File: src/rtl/ifetch_queue.sv
// ifetch_queue
//   Instruction fetch unit with a prefetch FIFO feeding the instruction
//   register. Owns the fetch PC, issues one word fetch at a time over a
//   req/ack handshake, buffers returned {pc, word} pairs and lets decode pop
//   them with valid/ready. A redirect flushes the queue and restarts fetch;
//   a fetch already in flight is completed and its data dropped.
//
// Ports
//   CLK          clock, all state updates on posedge
//   RESET        synchronous, active-high reset
//   mem_req      fetch request (registered)
//   mem_addr     word-aligned fetch address (registered)
//   mem_ack      memory returns mem_rdata this cycle (only while mem_req=1)
//   mem_rdata    fetched instruction word
//   redirect     one-cycle pulse: flush and restart at redirect_pc
//   redirect_pc  new fetch address, bits [1:0] ignored
//   ins_valid    queue head holds an instruction
//   ins_out      head instruction word, 0 when empty
//   ins_pc       head instruction byte address, 0 when empty
//   ins_ready    decode accepts the head this cycle
//
// FSM
//   state   | meaning
//   IDLE    | no fetch in flight; start one when a FIFO slot is free
//   WAIT    | fetch of fetch_pc in flight, data will be pushed on ack
//   DISCARD | fetch of a pre-redirect address in flight, data dropped on ack

module ifetch_queue #(
  parameter int unsigned DEPTH    = 4,
  parameter logic [31:0] RESET_PC = 32'h0
) (
  input  logic        CLK,
  input  logic        RESET,
  output logic        mem_req,
  output logic [31:0] mem_addr,
  input  logic        mem_ack,
  input  logic [31:0] mem_rdata,
  input  logic        redirect,
  input  logic [31:0] redirect_pc,
  output logic        ins_valid,
  output logic [31:0] ins_out,
  output logic [31:0] ins_pc,
  input  logic        ins_ready
);

  localparam int unsigned PTR_W = $clog2(DEPTH);
  localparam int unsigned CNT_W = $clog2(DEPTH + 1);
  localparam logic [CNT_W-1:0] FULL_CNT = CNT_W'(DEPTH);
  localparam logic [31:0] START_PC = RESET_PC & ~32'h3;

  typedef enum logic [1:0] {
    IDLE    = 2'd0,
    WAIT    = 2'd1,
    DISCARD = 2'd2
  } state_t;

  state_t           state;
  state_t           state_nxt;
  logic [31:0]      fetch_pc;
  logic [31:0]      fetch_pc_nxt;
  logic [31:0]      mem_addr_nxt;
  logic [31:0]      fifo_pc   [DEPTH];
  logic [31:0]      fifo_word [DEPTH];
  logic [PTR_W-1:0] rd_ptr;
  logic [PTR_W-1:0] wr_ptr;
  logic [CNT_W-1:0] count;
  logic [CNT_W-1:0] count_after;
  logic             push;
  logic             pop;

  // A redirect kills both the same-cycle push and pop.
  assign push = (state == WAIT) && mem_ack && !redirect;
  assign pop  = ins_valid && ins_ready && !redirect;

  assign ins_valid = (count != '0);
  assign ins_out   = ins_valid ? fifo_word[rd_ptr] : 32'h0;
  assign ins_pc    = ins_valid ? fifo_pc[rd_ptr]   : 32'h0;

  always_comb begin
    state_nxt    = state;
    fetch_pc_nxt = fetch_pc;
    count_after  = count;
    mem_addr_nxt = mem_addr;

    if (push && !pop) begin
      count_after = count + CNT_W'(1);
    end else if (pop && !push) begin
      count_after = count - CNT_W'(1);
    end

    case (state)
      IDLE: begin
        if (!redirect && (count < FULL_CNT)) begin
          state_nxt = WAIT;
        end
      end
      WAIT: begin
        if (redirect) begin
          state_nxt = mem_ack ? IDLE : DISCARD;
        end else if (mem_ack) begin
          fetch_pc_nxt = fetch_pc + 32'd4;
          // Only keep requesting while a slot stays reserved for the next word.
          state_nxt    = (count_after < FULL_CNT) ? WAIT : IDLE;
        end
      end
      DISCARD: begin
        // The dropped ack completes the old handshake even if a new redirect
        // arrives in the same cycle; that redirect only moves fetch_pc.
        if (mem_ack) begin
          state_nxt = IDLE;
        end
      end
      default: state_nxt = IDLE;
    endcase

    if (redirect) begin
      fetch_pc_nxt = redirect_pc & ~32'h3;
    end

    // In DISCARD the bus keeps the in-flight address, which is the address
    // already on mem_addr when the redirect arrived.
    if (state_nxt != DISCARD) begin
      mem_addr_nxt = fetch_pc_nxt;
    end
  end

  always_ff @(posedge CLK) begin
    if (RESET) begin
      state    <= IDLE;
      fetch_pc <= START_PC;
      mem_addr <= START_PC;
      mem_req  <= 1'b0;
      rd_ptr   <= '0;
      wr_ptr   <= '0;
      count    <= '0;
    end else begin
      state    <= state_nxt;
      fetch_pc <= fetch_pc_nxt;
      mem_addr <= mem_addr_nxt;
      mem_req  <= (state_nxt != IDLE);
      if (redirect) begin
        rd_ptr <= '0;
        wr_ptr <= '0;
        count  <= '0;
      end else begin
        if (push) begin
          wr_ptr <= wr_ptr + PTR_W'(1);
        end
        if (pop) begin
          rd_ptr <= rd_ptr + PTR_W'(1);
        end
        count <= count_after;
      end
    end
  end

  always_ff @(posedge CLK) begin
    if (push) begin
      fifo_pc[wr_ptr]   <= fetch_pc;
      fifo_word[wr_ptr] <= mem_rdata;
    end
  end

  // A request is only issued with a slot free, so a push can never hit a full queue.
  push_never_full: assert property (@(posedge CLK) disable iff (RESET)
    !(push && (count == FULL_CNT)));

endmodule

File: config.mk
export PLATFORM = sky130hd
export DESIGN_NAME = ifetch_queue
export DESIGN_NICKNAME = d
export VERILOG_FILES = /design/src/rtl/ifetch_queue.sv
export SDC_FILE = /design/constraint.sdc
export NUM_CORES = 1
export LEC_CHECK = 0
export CORE_ASPECT_RATIO = 1.75
export CORE_MARGIN = 2
export CORE_UTILIZATION = 30
export CTS_CLUSTER_DIAMETER = 120
export DETAILED_ROUTE_END_ITERATION = 10
export PLACE_DENSITY_LB_ADDON = 0.08
export SLEW_MARGIN = 40
export SYNTH_ARGS = -nofsm -noshare
export SYNTH_HDL_FRONTEND = slang
export SYNTH_SLANG_ARGS = --single-unit
File: constraint.sdc
create_clock -name CLK -period 6.3 [get_ports CLK]
set_input_delay 0.945 -clock CLK [delete_from_list [all_inputs] [get_ports CLK]]
set_output_delay 0.945 -clock CLK [all_outputs]
set_load 0.02 [all_outputs]
; ---- Word level (Yosys, flattened, before mapping)
; Memory sizes are Yosys's and may differ from the RTL's. A register that Yosys moved wholly into a read port is not among the register bits.
; Cells that the tools add are included.
[word_totals]
ff_bits = 74
ram_bits = 256
in_bits = 69
out_inout_bits = 98
elab_cells = 53
n_memories = 2
[mem_list]
columns = name, words, word_bits, read_ports, rd_ports_with_merged_regs, wr, line
row1 = fifo_pc, 4, 32, 1, 1, 1, 62  ; logic [31:0] fifo_pc [DEPTH];
row2 = fifo_word, 4, 32, 1, 1, 1, 63  ; logic [31:0] fifo_word [DEPTH];
[op_classes]
n_addsub = 5
magnitude_cmp = 2
eq_ne = 3
mux = 20
n_reduce_logical = 14
[ops]
columns = op, count
row1 = 32-bit two-way mux, 5
row2 = "32-bit by 3-bit adder with 32-bit output, second input constant", 1
row3 = 2-bit two-way mux, 9
row4 = 1-bit logical AND, 7
row5 = "3-bit less-than comparator, second input constant", 2
row6 = 3-bit two-way mux, 2
row7 = 2-bit case mux with 3 select lines, 1
row8 = "2-bit by 1-bit adder with 2-bit output, second input constant", 2
row9 = "3-bit by 1-bit adder with 3-bit output, second input constant", 1
row10 = 1-bit logical NOT, 3
row11 = 1-bit two-way mux, 3
row12 = 3-bit nonzero test, 1
row13 = "3-bit by 1-bit subtractor with 3-bit output, second input constant", 1
row14 = "2-bit by 1-bit == test with 1-bit output, second input constant", 1
row15 = "2-bit == test, second input constant", 1
row16 = 2-bit logical NOT, 1
row17 = "2-bit inequality test, second input constant", 1
row18 = 2-bit nonzero test, 1
row19 = 2-bit OR reduction, 1

; ---- Logic depth before layout (Yosys ltp)
; Gate-level depths: netlist of the first run.
[logic_depth]
word_depth = 13
mapped_depth = 12
ltp_nobuf = 11

; ---- Worst setup path before layout of the first run
; OpenSTA, ideal clock, no wires.
[synth_timing]
kind = in2reg
startpoint = input port redirect
endpoint = memory fifo_pc[0][0], enable pin
setup_ns = 0.429
t_arrival_ns = 3.222
slack_ns = 2.649
stages = 5
n_path_buf = 3
path_cell_list = clkbuf_8 > clkinv_1 > clkbuf_8 > clkbuf_1 > and3_1
[synth_via]
elab_chain_cells = 4
[synth_rtl]
columns = element, line
row1 = from (decl), 38  ; input logic redirect,
row2 = 1-bit logical NOT, 72  ; assign push = (state == WAIT) && mem_ack && !redirect;
row3 = 1-bit logical AND, 72
row4 = 1-bit two-way mux, 158  ; if (push) begin
row5 = 1-bit two-way mux (implied by the code), 159  ; fifo_pc[wr_ptr] <= fetch_pc;
row6 = to (decl), 62
; No other way between the ends.

; ---- Final worst setup path of the first run
[layout_timing]
startpoint = register count[0]
endpoint = output port ins_pc[31]
[layout_via]
elab_chain_cells = 2
[layout_rtl]
columns = element, line
row1 = from (decl), 66  ; logic [CNT_W-1:0] count;
row2 = from (signal assigned), 152  ; count <= count_after;
row3 = 3-bit nonzero test, 75  ; assign ins_valid = (count != '0);
row4 = 32-bit two-way mux, 77  ; assign ins_pc = ins_valid ? fifo_pc[rd_ptr] : 32'h0;
row5 = to (decl), 42  ; output logic [31:0] ins_pc,
; No other way between the ends.

==> results of run 1 <==
-- area by class of cell --
cell class,instances,share of cell area (%)
Sequential cell,332,54.9
Clock buffer,41,5.41
Inverter,15,0.335
Multi-Input combinational cell,439,23.4
Timing Repair Buffer,180,10.7
Tap cell,572,4.26
Clock inverter,20,1.10
-- flip-flops by register name, indices dropped and copies added, names as in the netlist, 2 cells and up, named ones only --
| name | cells |
|---|---|
| fifo_pc | 128 |
| fifo_word | 128 |
| fetch_pc | 32 |
| mem_addr | 32 |
| count | 3 |
| rd_ptr | 2 |
| state | 2 |
| wr_ptr | 2 |
-- how the worst max path moves through the flow --
stage | startpoint | endpoint | slack [ns] | cells past startpoint
5_1_grt | count[0]$_SDFFE_PP0P_ | ins_pc[31] | 2.04 | 6
3_3_place_gp | mem_ack | mem_req$_SDFF_PP0_ | 2.38 | 10
2_1_floorplan | redirect | fifo_pc[0][0]$_DFFE_PP_ | 2.65 | 5
3_5_place_dp | mem_ack | mem_req$_SDFF_PP0_ | 2.39 | 10
6_report | count[0]$_SDFFE_PP0P_ | ins_pc[31] | 2.32 | 6
4_1_cts | count[0]$_SDFFE_PP0P_ | ins_pc[31] | 2.13 | 6
-- power groups by stage --
stage | clock [W] | sequential, W | combinational [W]
after CTS | 0.00209 | 0.00244 | 0.000214
after global placement | 0 | 0.00249 | 0.000212
after global routing | 0.00215 | 0.00244 | 0.000229
final | 0.00201 | 0.00244 | 0.000210
after floorplan | 0 | 0.00249 | 0.0000880
after detailed placement | 0 | 0.00249 | 0.000212
-- through the flow --
step | cells | setup WS (ns) | power (W) | hold slack (ns)
finish | 1599 | 2.32 | 0.00466 | 0.459
global route | 1599 | 2.04 | 0.00482 | 0.476
CTS | 1599 | 2.13 | 0.00474 | 0.461
detailed placement | 1538 | 2.39 | 0.00270 | 0.451
global placement | 1535 | 2.38 | 0.00270 | 0.453
floorplan | 835 | 2.65 | 0.00257 | 0.452
-- metal layers --
| metal | GRT usage, % | share of wire, % | up-vias |
|---|---|---|---|
| met5 | 0 | 0 | - |
| met4 | 4.17 | 2.1 | 0 |
| met3 | 2.32 | 3.4 | 47 |
| met2 | 27.3 | 53 | 157 |
| met1 | 17.9 | 41 | 3885 |
| li1 | - | - | 3565 |
-- kinds of logic (layout without fill, tap and decap cells) --
| family | Yosys count | after routing | synth area share, % |
|---|---|---|---|
| AND/OR/NAND/NOR | 245 | 245 | 10.7 |
| XOR/XNOR | 16 | 16 | 1.04 |
| buffers and inverters | 64 | 256 | 2.50 |
| AO/OA/AOI/OAI | 94 | 94 | 4.85 |
| multiplexers | 74 | 74 | 11.5 |
| flip-flops | 332 | 332 | 68.5 |
| adder cells (fa/ha/maj) | 10 | 10 | 0.931 |
-- worst max-delay path, delay by kind of cell, from the launching register on --
| kind | cells | cell delay [ns] |
|---|---|---|
| adder cells (fa/ha/maj) | 1 | 0.21 |
| AND/OR/NAND/NOR | 2 | 0.74 |
| buffers and inverters | 3 | 1.16 |
| flip-flops | 1 | 0.38 |
-- layout by cell type, fill, tap and decap left out, types with 8 or more instances in the layout --
master           netlist  final
dfxtp_1               76     74
nand4_1               12     12
mux4_2                64     64
nand3_1               20     20
nor3_1                19     19
nand2_1               29     29
xnor2_1                8      8
ha_1                  10     10
and2_1                69     69
o21ai_0               20     20
edfxtp_1             256    256
xor2_1                 8      8
clkdlybuf4s50_1        0    162
clkbuf_16              0     35
inv_1                 14     14
and3_1                13      9
nor2_1                42     42
a21oi_1               20     20
and4_1                10     10
clkinv_1               1      8
mux2i_1                8      8
a31oi_1               12     12
buf_4                  2     13
==> key figures, run 1 <==
Worst setup path
  – R2r setup slk: 3.05 ns
  – Crit-path slowest cell: clkdlybuf4s50_1
  – Worst Setup End Kind: output pin
  – Setup CP Type: flop to output pin
  – WP data arrival: 3.03 ns
  – Reg2reg path depth: 10
  – Startpoint Class: flop
  – Worst-path cell chain: inv_1, ha_1, nand2b_2, buf_4, and2_1, clkdlybuf4s50_1
  – Worst flop-to-flop path startpoint: count[0]$_SDFFE_PP0P_
  – Worst path max stage delay: 0.65 ns
  – RR Endpoint: mem_req$_SDFF_PP0_
  – CP max FO: 35
  – Critical Path RT: 5.35 ns

Synth
  – Synth cell count leaders: 256 x edfxtp_1, 76 x dfxtp_1, 69 x and2_1
  – Cell variety after synth: 62
  – Largest cells by area after synthesis: edfxtp_1 57%, dfxtp_1 11%, mux4_2 11%
  – Share of flip-flops with an asynchronous set or reset: 0%
  – Largest area contributor in the netlist: edfxtp_1
  – Synth Flop Type: edfxtp_1
  – Seq/Total Area, Yosys: 68.5%
  – Gate Count Post-Synth: 835
  – Syn. warnings: 0
  – Yosys top cell area share: 57.2%
  – Post-Syn Nets: 914
  – Synthesis-stage register bit count: 332
  – Top-count cell post-synth: edfxtp_1
  – Post-synth design cell area: 13400 µm²
  – Post-synth EDFFs: 256
  – Mean Syn Cell Area: 16.1 µm²

Clock tree
  – Cts repair resizes: 0
  – Num Clock Sinks: 332
  – Reg clk slew, reported paths: 0.07 ns
  – Postcts setup bufs: 0
  – Root buf cell: clkbuf_16
  – Hold buffer count at CTS: 0
  – H-tree levels: 2
  – CTS tree: done
  – Clock latency at the later pin of the worst-skew pair: 0.52 ns
  – CTS Buf Count: 34
  – Longest Clk Path Bufs: 3

STA
  – Slew at the pin closest to its max-slew limit: 0.829 ns
  – Final hold vios: 0
  – Fmax: 0.251 GHz
  – Fin crit share: 63.1%
  – RSZ-0062 raised after global routing: no
  – Slew margin rel.: 44.5%
  – Final min period: 3.98 ns
  – Fin Clk Skew: 0.0190 ns
  – Setup violators final: 0
  – Setup TNS: 0 ns
  – Max-slew violations: 0

Floorplan
  – Initial Utilization: 30.4%
  – Top-level I/O count: 167
  – Die width: 164 µm
  – Core Area: 44300 µm²
  – Die extent in y: 284 µm
  – Row count: 102
  – Die Footprint: 46600 µm²

Flow run
  – Max-cap viol count: 0

Finish
  – Diode count: 0
  – Layout cells sized above 1: 15.7%
  – Fin area: 16800 µm²
  – Layout filler cell count: 4155
  – Final core occ: 37.9%
  – Sequential Area: 9220 µm²
  – Final net count: 1081
  – Footprint of the multi-input gates: 3920 µm²
  – Layout area overhead: 24.9%

Global routing
  – GRT Residual Overflow: 0
  – Global-route wire length before repair: 51800 µm
  – Antenna violations before repair: 0
  – Vias in the first global route: 8250
  – Largest net degree at the start of global routing: 49
  – Overall Global Routing Usage: 14.9%

Worst hold path
  – Hold_sp: mem_addr[3]$_SDFFE_PP0P_
  – Min-Delay Endpoint: mem_addr[3]$_SDFFE_PP0P_
  – WHS Path Cells: 2
  – Worst min path class: flop to flop

Power and ir drop
  – Internal: 0.00365 W
  – Share of power burned in registers: 52.4%
  – Clk pwr share: 43.1%
  – Pleak: 5.44 nW
  – Sw frac: 21.6%
  – Logic pwr share: 4.5%
  – PD cells: 277 nW/µm²
  – Peak VDD IR: 0.000244 V
  – Switching power: 0.00100 W

Drt
  – Routed wire length: 34300 µm
  – Vias: 7654
  – First drt pass iteration count: 4
  – DRC viols: 0
  – Initial DRC count: 378
  – Routed vias/inst: 4.79
  – ANT nets after route: 0
  – WL/cell: 21.4 µm

Place
  – Routability Congestion: 0.750
  – PortBufs: 164
  – HPWL after DPL: 21500 µm
  – Placed inst area: 15700 µm²

Status
  – Status: completed
No activity file was read; power rests on OpenSTA's default activity.
==> run 2: changes to the inputs <==
Clock period 6.3 ns to 4.12 ns, I/O delays scaled along.
==> key figures, run 2 (synthesis results as in run 1) <==
Clock tree
  – Reg clk slew, reported paths: 0.07 ns
  – Hold buffer count at CTS: 0
  – CTS Buf Count: 31
  – Postcts setup bufs: 0
  – Num Clock Sinks: 332
  – Clock latency at the later pin of the worst-skew pair: 0.58 ns
  – Cts repair resizes: 0
  – H-tree levels: 1
  – Root buf cell: clkbuf_16
  – CTS tree: done
  – Longest Clk Path Bufs: 3

Worst setup path
  – Setup crit end: ins_pc[15]
  – CP max FO: 19
  – Worst path max stage delay: 0.63 ns
  – Critical Path RT: 3.50 ns
  – Worst Setup End Kind: output pin
  – Setup CP Type: flop to output pin
  – Reg2reg path depth: 10
  – R2r setup slk: 1.25 ns
  – Crit-path slowest cell: dfxtp_4
  – Worst flop-to-flop path startpoint: count[0]$_SDFFE_PP0P_
  – Startpoint Class: flop
  – Worst-path cell chain: buf_4, mux4_2, and2_1, clkdlybuf4s50_1
  – RR Endpoint: mem_req$_SDFF_PP0_
  – WP data arrival: 2.88 ns

Power and ir drop
  – Switching power: 0.00147 W
  – Sw frac: 21.0%
  – Internal: 0.00553 W
  – Pleak: 5.51 nW
  – Clk pwr share: 42.1%
  – Logic pwr share: 4.6%
  – Peak VDD IR: 0.000218 V
  – Share of power burned in registers: 53.2%
  – Tot Pwr: 0.00700 W
  – PD cells: 415 nW/µm²

STA
  – Setup violators final: 0
  – Fin crit share: 84.9%
  – Slew at the pin closest to its max-slew limit: 0.705 ns
  – Final hold vios: 0
  – Final WS setup: 0.622 ns
  – RSZ-0062 raised after global routing: no
  – Fmax: 0.286 GHz
  – Setup TNS: 0 ns
  – Max-slew violations: 0
  – Slew margin rel.: 52.6%
  – Final min period: 3.50 ns
  – Fin Clk Skew: 0.0180 ns

Place
  – HPWL after DPL: 22500 µm
  – Setup WS pre-CTS: 0.883 ns
  – Routability Congestion: 0.747
  – Placed inst area: 15800 µm²
  – PortBufs: 164

Drt
  – ANT nets after route: 0
  – Vias: 7629
  – Initial DRC count: 322
  – Routed vias/inst: 4.75
  – WL/cell: 21.1 µm
  – First drt pass iteration count: 4
  – DRC viols: 0
  – Routed wire length: 33900 µm

Global routing
  – Overall Global Routing Usage: 14.7%
  – Vias in the first global route: 8192
  – Antenna violations before repair: 0
  – Global-route wire length before repair: 51300 µm
  – Largest net degree at the start of global routing: 56
  – GRT Residual Overflow: 0

Floorplan
  – Initial Utilization: 30.4%
  – Die width: 164 µm
  – Row count: 102
  – Die extent in y: 284 µm
  – Top-level I/O count: 167
  – Die Footprint: 46600 µm²
  – Core Area: 44300 µm²

Finish
  – Final core occ: 38.1%
  – Layout cells sized above 1: 16.4%
  – Fin area: 16900 µm²
  – Diode count: 0
  – Most common cell after layout, fill and taps aside: edfxtp_1
  – Layout area overhead: 25.6%
  – Most frequent cells in the layout: 256 x edfxtp_1, 162 x clkdlybuf4s50_1, 74 x dfxtp_1
  – Largest regs: fifo_pc (128), fifo_word (128)
  – Final net count: 1088

Worst hold path
  – Worst min path class: input port to flop

Flow run
  – Max-cap viol count: 0

Status
  – Status: completed
## run 2: changes by cell type in the layout (fill, tap and decap cells not counted)
cell | before | now
clkbuf_8 | 1 | 5
buf_12 | 3 | 7
nor2_2 | 0 | 1
clkinv_2 | 4 | 5
nor3b_2 | 1 | 0
inv_6 | 3 | 1
clkinvlp_4 | 3 | 1
buf_4 | 13 | 19
clkbuf_16 | 35 | 31
nor2_1 | 42 | 41
nor3b_4 | 0 | 1
clkinv_1 | 8 | 7
bufinv_16 | 3 | 4
## run 2: metrics by stage
step                      hold WS [ns]  cells
after floorplan                  0.452    835
after global placement           0.450   1548
after detailed placement         0.451   1548
after CTS                        0.404   1606
after global routing             0.410   1606
final                            0.434   1606
## run 2: final cells by class
| class | instances | area [µm²] |
|---|---|---|
| fill | 4143 | 27400 |
| sequential | 332 | 9220 |
| multi-input combinational | 439 | 3930 |
| timing repair buffer | 190 | 1910 |
| clock buffer | 41 | 863 |
| tap | 572 | 716 |
| clock inverter | 17 | 184 |
| inverter | 15 | 56.3 |
## run 2: worst max-delay path, delay by kind of cell (launching register included)
| family | cells | cell delay [ns] |
|---|---|---|
| simple gates | 1 | 0.18 |
| mux | 1 | 0.57 |
| flops | 1 | 0.63 |
| buf+inv | 2 | 0.91 |
## run 2: how the worst min path moves through the flow
stage                                  start                        to  slack (ns)  cells past startpoint
CTS                                    RESET       state[1]$_SDFF_PP0_        0.40                      2
detailed placement  mem_addr[6]$_SDFFE_PP0P_  mem_addr[6]$_SDFFE_PP0P_        0.45                      2
global placement    mem_addr[6]$_SDFFE_PP0P_  mem_addr[6]$_SDFFE_PP0P_        0.45                      2
finish                                 RESET       state[1]$_SDFF_PP0_        0.43                      2
floorplan             fetch_pc[0]$_SDFF_PP0_   fifo_pc[0][0]$_DFFE_PP_        0.45                      0
global route                           RESET       state[1]$_SDFF_PP0_        0.41                      2
## run 2: power by group through the flow
stage / sequential, W / combinational (W) / clock [W]
2_1_floorplan: 0.00380 / 0.000135 / 0
3_3_place_gp: 0.00380 / 0.000328 / 0
3_5_place_dp: 0.00380 / 0.000329 / 0
4_1_cts: 0.00373 / 0.000330 / 0.00306
5_1_grt: 0.00374 / 0.000352 / 0.00317
6_report: 0.00373 / 0.000323 / 0.00295
## run 2: metal layers
metal | share of wire, % | global-route usage (%)
met3 | 3.8 | 2.29
met1 | 39 | 16.9
met4 | 1.9 | 3.99
met2 | 55 | 27.8
met5 | 0 | 0
